File: src/rtl/seg7_pkg.sv
// Shared constants and types for the multiplexed seven-segment display path.
// Segment order is {g,f,e,d,c,b,a}, active-high.
package seg7_pkg;

  localparam logic [6:0] SEG_0    = 7'b0111111;
  localparam logic [6:0] SEG_1    = 7'b0000110;
  localparam logic [6:0] SEG_2    = 7'b1011011;
  localparam logic [6:0] SEG_3    = 7'b1001111;
  localparam logic [6:0] SEG_4    = 7'b1100110;
  localparam logic [6:0] SEG_5    = 7'b1101101;
  localparam logic [6:0] SEG_6    = 7'b1111101;
  localparam logic [6:0] SEG_7    = 7'b0000111;
  localparam logic [6:0] SEG_8    = 7'b1111111;
  localparam logic [6:0] SEG_9    = 7'b1101111;
  localparam logic [6:0] SEG_DASH = 7'b1000000;
  localparam logic [6:0] SEG_OFF  = 7'b0000000;

  typedef enum logic [1:0] {
    D0 = 2'd0,
    D1 = 2'd1,
    D2 = 2'd2,
    D3 = 2'd3
  } digit_idx_t;

  localparam digit_idx_t COLON_POS = D2;

endpackage

File: src/rtl/bcd_to_seg.sv
// Combinational BCD to seven-segment decoder; non-decimal codes show a dash
// so a corrupted timer value is visible rather than silently misread.
module bcd_to_seg
  import seg7_pkg::*;
(
  input  logic [3:0] bcd,
  output logic [6:0] seg
);

  always_comb begin
    seg = SEG_DASH;
    case (bcd)
      4'd0: seg = SEG_0;
      4'd1: seg = SEG_1;
      4'd2: seg = SEG_2;
      4'd3: seg = SEG_3;
      4'd4: seg = SEG_4;
      4'd5: seg = SEG_5;
      4'd6: seg = SEG_6;
      4'd7: seg = SEG_7;
      4'd8: seg = SEG_8;
      4'd9: seg = SEG_9;
      default: seg = SEG_DASH;
    endcase
  end

endmodule

File: src/rtl/seg7_scan_decoder.sv
// Four-digit MM:SS display driver: captures a BCD word on load, scans one digit
// per slot with leading-zero blanking, colon point and whole-display blinking.
module seg7_scan_decoder
  import seg7_pkg::*;
#(
  parameter int SCAN_DIV     = 1000,
  parameter int BLINK_FRAMES = 64
) (
  input  logic        clk,
  input  logic        rst_n,
  input  logic [15:0] bcd_in,
  input  logic        load,
  input  logic        blank_lz,
  input  logic        blink_en,
  output logic [6:0]  seg,
  output logic        dp,
  output logic [3:0]  an,
  output logic        digit_err
);

  localparam int PW = $clog2(SCAN_DIV);
  localparam int FW = (BLINK_FRAMES > 1) ? $clog2(BLINK_FRAMES) : 1;

  logic [15:0]   shadow_reg;
  logic          err_reg;
  logic [PW-1:0] presc_reg;
  digit_idx_t    idx_reg, idx_next;
  logic [FW-1:0] frame_reg, frame_next;
  logic          phase_reg, phase_next;
  logic [6:0]    seg_reg, seg_next;
  logic          dp_reg, dp_next;
  logic [3:0]    an_reg, an_next;

  logic          presc_wrap;
  logic [3:0]    nib_bad;
  logic [3:0]    shadow_zero;
  logic [3:0]    lz_mask;
  logic [3:0]    digit_sel;
  logic [6:0]    seg_dec;

  genvar gi;
  generate
    for (gi = 0; gi < 4; gi++) begin : g_nib
      assign nib_bad[gi]     = bcd_in[4*gi +: 4] > 4'd9;
      assign shadow_zero[gi] = shadow_reg[4*gi +: 4] == 4'd0;
    end
    // A digit is a leading zero only if it and every more-significant digit is zero.
    assign lz_mask[0] = 1'b0;
    for (gi = 1; gi < 4; gi++) begin : g_lz
      assign lz_mask[gi] = &shadow_zero[3:gi];
    end
  endgenerate

  assign presc_wrap = (presc_reg == PW'(SCAN_DIV - 1));
  assign digit_sel  = shadow_reg[{idx_reg, 2'b00} +: 4];

  bcd_to_seg u_bcd_to_seg (
    .bcd (digit_sel),
    .seg (seg_dec)
  );

  always_comb begin
    idx_next = idx_reg;
    if (presc_wrap) begin
      case (idx_reg)
        D0: idx_next = D1;
        D1: idx_next = D2;
        D2: idx_next = D3;
        default: idx_next = D0;
      endcase
    end
  end

  // Holding the blink counters clear while disabled makes every blink start lit.
  always_comb begin
    frame_next = frame_reg;
    phase_next = phase_reg;
    if (!blink_en) begin
      frame_next = '0;
      phase_next = 1'b0;
    end else if (presc_wrap && idx_reg == D3) begin
      if (frame_reg == FW'(BLINK_FRAMES - 1)) begin
        frame_next = '0;
        phase_next = ~phase_reg;
      end else begin
        frame_next = frame_reg + 1'b1;
      end
    end
  end

  // Blanked digits keep their anode on so all digits share the same duty cycle.
  always_comb begin
    seg_next = SEG_OFF;
    dp_next  = 1'b0;
    an_next  = 4'b0000;
    if (!(blink_en && phase_reg)) begin
      an_next = 4'b0001 << idx_reg;
      if (!(blank_lz && lz_mask[idx_reg])) begin
        seg_next = seg_dec;
        dp_next  = (idx_reg == COLON_POS);
      end
    end
  end

  always_ff @(posedge clk or negedge rst_n) begin
    if (!rst_n) begin
      shadow_reg <= '0;
      err_reg    <= 1'b0;
      presc_reg  <= '0;
      idx_reg    <= D0;
      frame_reg  <= '0;
      phase_reg  <= 1'b0;
      seg_reg    <= SEG_OFF;
      dp_reg     <= 1'b0;
      an_reg     <= 4'b0000;
    end else begin
      if (load) begin
        shadow_reg <= bcd_in;
        err_reg    <= |nib_bad;
      end
      presc_reg <= presc_wrap ? '0 : presc_reg + 1'b1;
      idx_reg   <= idx_next;
      frame_reg <= frame_next;
      phase_reg <= phase_next;
      seg_reg   <= seg_next;
      dp_reg    <= dp_next;
      an_reg    <= an_next;
    end
  end

  assign seg       = seg_reg;
  assign dp        = dp_reg;
  assign an        = an_reg;
  assign digit_err = err_reg;

endmodule

File: config.mk
export PLATFORM = sky130hd
export DESIGN_NAME = seg7_scan_decoder
export DESIGN_NICKNAME = d
export VERILOG_FILES = /design/src/rtl/seg7_pkg.sv /design/src/rtl/bcd_to_seg.sv /design/src/rtl/seg7_scan_decoder.sv
export SDC_FILE = /design/constraint.sdc
export NUM_CORES = 1
export LEC_CHECK = 0
export ABC_AREA = 1
export CORE_UTILIZATION = 54
export CTS_BUF_LIST = sky130_fd_sc_hd__clkbuf_8 sky130_fd_sc_hd__clkbuf_16
export CTS_CLUSTER_DIAMETER = 80
export DETAILED_ROUTE_END_ITERATION = 7
export GPL_ROUTABILITY_DRIVEN = 0
export PLACE_DENSITY = 0.77
export SYNTH_ARGS = -nofsm -noshare
export SYNTH_HDL_FRONTEND = slang
export SYNTH_SLANG_ARGS = --single-unit
File: constraint.sdc
create_clock -name clk -period 2.3 [get_ports clk]
set_input_delay 0.345 -clock clk [delete_from_list [all_inputs] [get_ports clk]]
set_output_delay 0.345 -clock clk [all_outputs]
set_load 0.01 [all_outputs]
==> results.tsv <==
metric	value	unit
status	finished, violations left	
failing checks	design-rule violations	
clock sinks	48	
number of core rows	24	
first-pass GRT wire length	8070	um
crit path kind	register to register	
ANT cells	0	
Clock Latency Late Sink	300	ps
EDFF count, synth	0	
Port Buffers	33	
Post-synth top cells	nand2_1, dfrtp_1, nor2_1	
H-tree depth	2	
share of cells above drive strength 1	8.12	%
clock-pin slew on the worst setup and hold paths	80	ps
max FFs per register	16	
Required @ worst endpoint	2530	ps
final-stage net count	376	
crit path DAT	2170	ps
Final Cell Area	2920	um^2
sequential share of the synthesized area	49.4	%
I/O pins	34	
antenna violations before repair	0	
footprint of the multi-input gates	1050	um^2
top-area cell type share of the netlist area	49.4	%
Core Box Area	4350	um^2
post-DP HPWL	3270	um
Sw Share	25.3	%
RSZ-0062 raised after global routing	no	
Worst Setup Start Kind	register	
clock tree buffer depth	2	
CP endpoint kind	register	
flop and latch count out of synthesis	48	
per-cell routed wire length	11.1	um
R2R cell count	9	
Post-Syn Instances	306	
Worst Hold Class	primary input to async pin	
GR Util met3	4.97	%
clock skew	3.59	ps
CTS Hold Bufs	0	
Lkg Pwr	1.50	nW
Post-Route WL	4420	um
setup TNS	0	ps
Final ANT Viol Nets	0	
Post-synth top flop	dfrtp_1	
Final setup viols	0	
worst rel slew slack	68.7	%
Vias/cell	4.98	
gr usage total	21.1	%
Residual DRC	1	
synth warn	0	
met1 usage	29.6	%
sequential share of power	55.2	%
worst-path maximum fanout	11	
final hold violation count	0	
1st-iter DRT viols	104	
grt peak-use layer	met2	
Int Power	0.00125	W
setup bufs post-CTS	0	
largest net degree at the start of global routing	49	
clock root buffer	clkbuf_8	
fmax	0.514	GHz
CTS tree	built	
clock power share	30.5	%
Slew Viols, Final	0	
final worst path period need	1950	ps
DRT Pass-1 Iters	6	
CTS resizes	0	
Area growth syn-to-layout	20.2	%
average size of a mapped cell	7.94	um^2
global route total overflow	0	
Final Cycle Share	84.6	%
vias in the first global route	1778	
GR Layer Usage met2	32.3	%
Psw	0.000422	W
max-cap violation count	0	
Die Height	69.1	um
most common cell in the netlist	nand2_1	
post-synth top area cell	dfrtp_1	
worst vdd rail ir drop	0.000351	V
synthesized cell area	2430	um^2
Unique masters post-synth	27	
Slew @ Worst Pin	470	ps
via count	1978	
starting density of the core	55.8	%
combinational share of power	14.4	%
fillcell total	365	
Synth area leaders	dfrtp_1, nand2_1, nor2_1	
die width	69.1	um
Die ar.	4770	um^2
asr flop ratio synth	100	%
P per Cell Area	572	nW/um^2
DP Area	2830	um^2
Post-Syn Nets	338	
register area	1200	um^2
CTS Buf Count	5	
per-layer routing:
metal	vias up	wire, um
met5	-	0
met4	0	62
met3	5	128
met2	29	2030
met1	919	2200
li1	1025	-
placed cells by master, fill, tap and decap left out, drive strengths merged, types with 2 or more instances in the layout:
cell,synthesis,final
clkdlybuf4s50,0,32
nor2,43,43
ha,11,11
nand4,5,5
clkbuf,3,6
nor3,4,4
a21oi,8,8
clkinv,1,3
dfrtp,48,48
buf,2,4
o21ai,20,20
inv,40,40
o211ai,2,2
nand2,101,101
nand3,13,13
final timing paths:
| kind | start | endpoint | slack [ps] |
|---|---|---|---|
| setup / recovery | idx_reg[0]$_DFFE_PN0N_ | seg[3]$_DFF_PN0_ | 350 |
| hold / removal | rst_n | seg[3]$_DFF_PN0_ | 20 |
| setup reg to reg | idx_reg[0]$_DFFE_PN0N_ | seg[3]$_DFF_PN0_ | 350 |
| hold reg to reg | digit_err$_DFFE_PN0P_ | digit_err$_DFFE_PN0P_ | 490 |
| max in group asynchronous | rst_n | shadow_reg[4]$_DFFE_PN0P_ | 2070 |
| min in group clk | digit_err$_DFFE_PN0P_ | digit_err$_DFFE_PN0P_ | 490 |
metrics by stage:
stage          instances  worst slack, ps  total power [W]  utilization [%]  hold WS [ps]
2_1_floorplan        306              578          0.00105                -          49.4
6_report             397              355          0.00167             67.1          18.0
3_3_place_gp         389              492          0.00117             65.0           345
3_5_place_dp         389              395          0.00118             65.0           350
5_1_grt              397              168          0.00176             67.1          30.3
4_1_cts              397              358          0.00169             67.1          24.7
power by group through the flow:
stage	Clock [W]	Combinational, W	Sequential, W
2_1_floorplan	0	0.000111	0.000943
3_3_place_gp	0	0.000235	0.000937
3_5_place_dp	0	0.000241	0.000938
4_1_cts	0.000528	0.000243	0.000922
5_1_grt	0.000562	0.000273	0.000927
6_report	0.000509	0.000240	0.000922
layout make-up:
type / count / share of cell area (%)
flip-flops and latches: 48 / 41.1
clock inverters: 2 / 0.343
well taps: 52 / 2.23
inverters: 41 / 5.27
clock buffers: 6 / 2.83
multi-input cells: 212 / 35.9
repair buffers: 36 / 12.3
cell families (layout without fill, tap and decap cells):
kind of cell    after synthesis  in the layout  synth area share (%)
fa+ha+maj                    11             11                  5.66
simple gates                166            166                  29.0
buf+inv                      46             85                  7.46
xor+xnor                      2              2                 0.721
compound gates               33             33                  7.72
flops                        48             48                  49.4
worst max-delay path: stages (launching register included):
cell     delay [ps]
dfrtp_1         560
inv_2           190
nand2_1          70
a32oi_1         290
inv_1           140
ha_1            290
inv_1            40
nor2_1          130
nor2_1           60
nor2_1          110
Note: power is estimated with default switching activity, not from simulation.
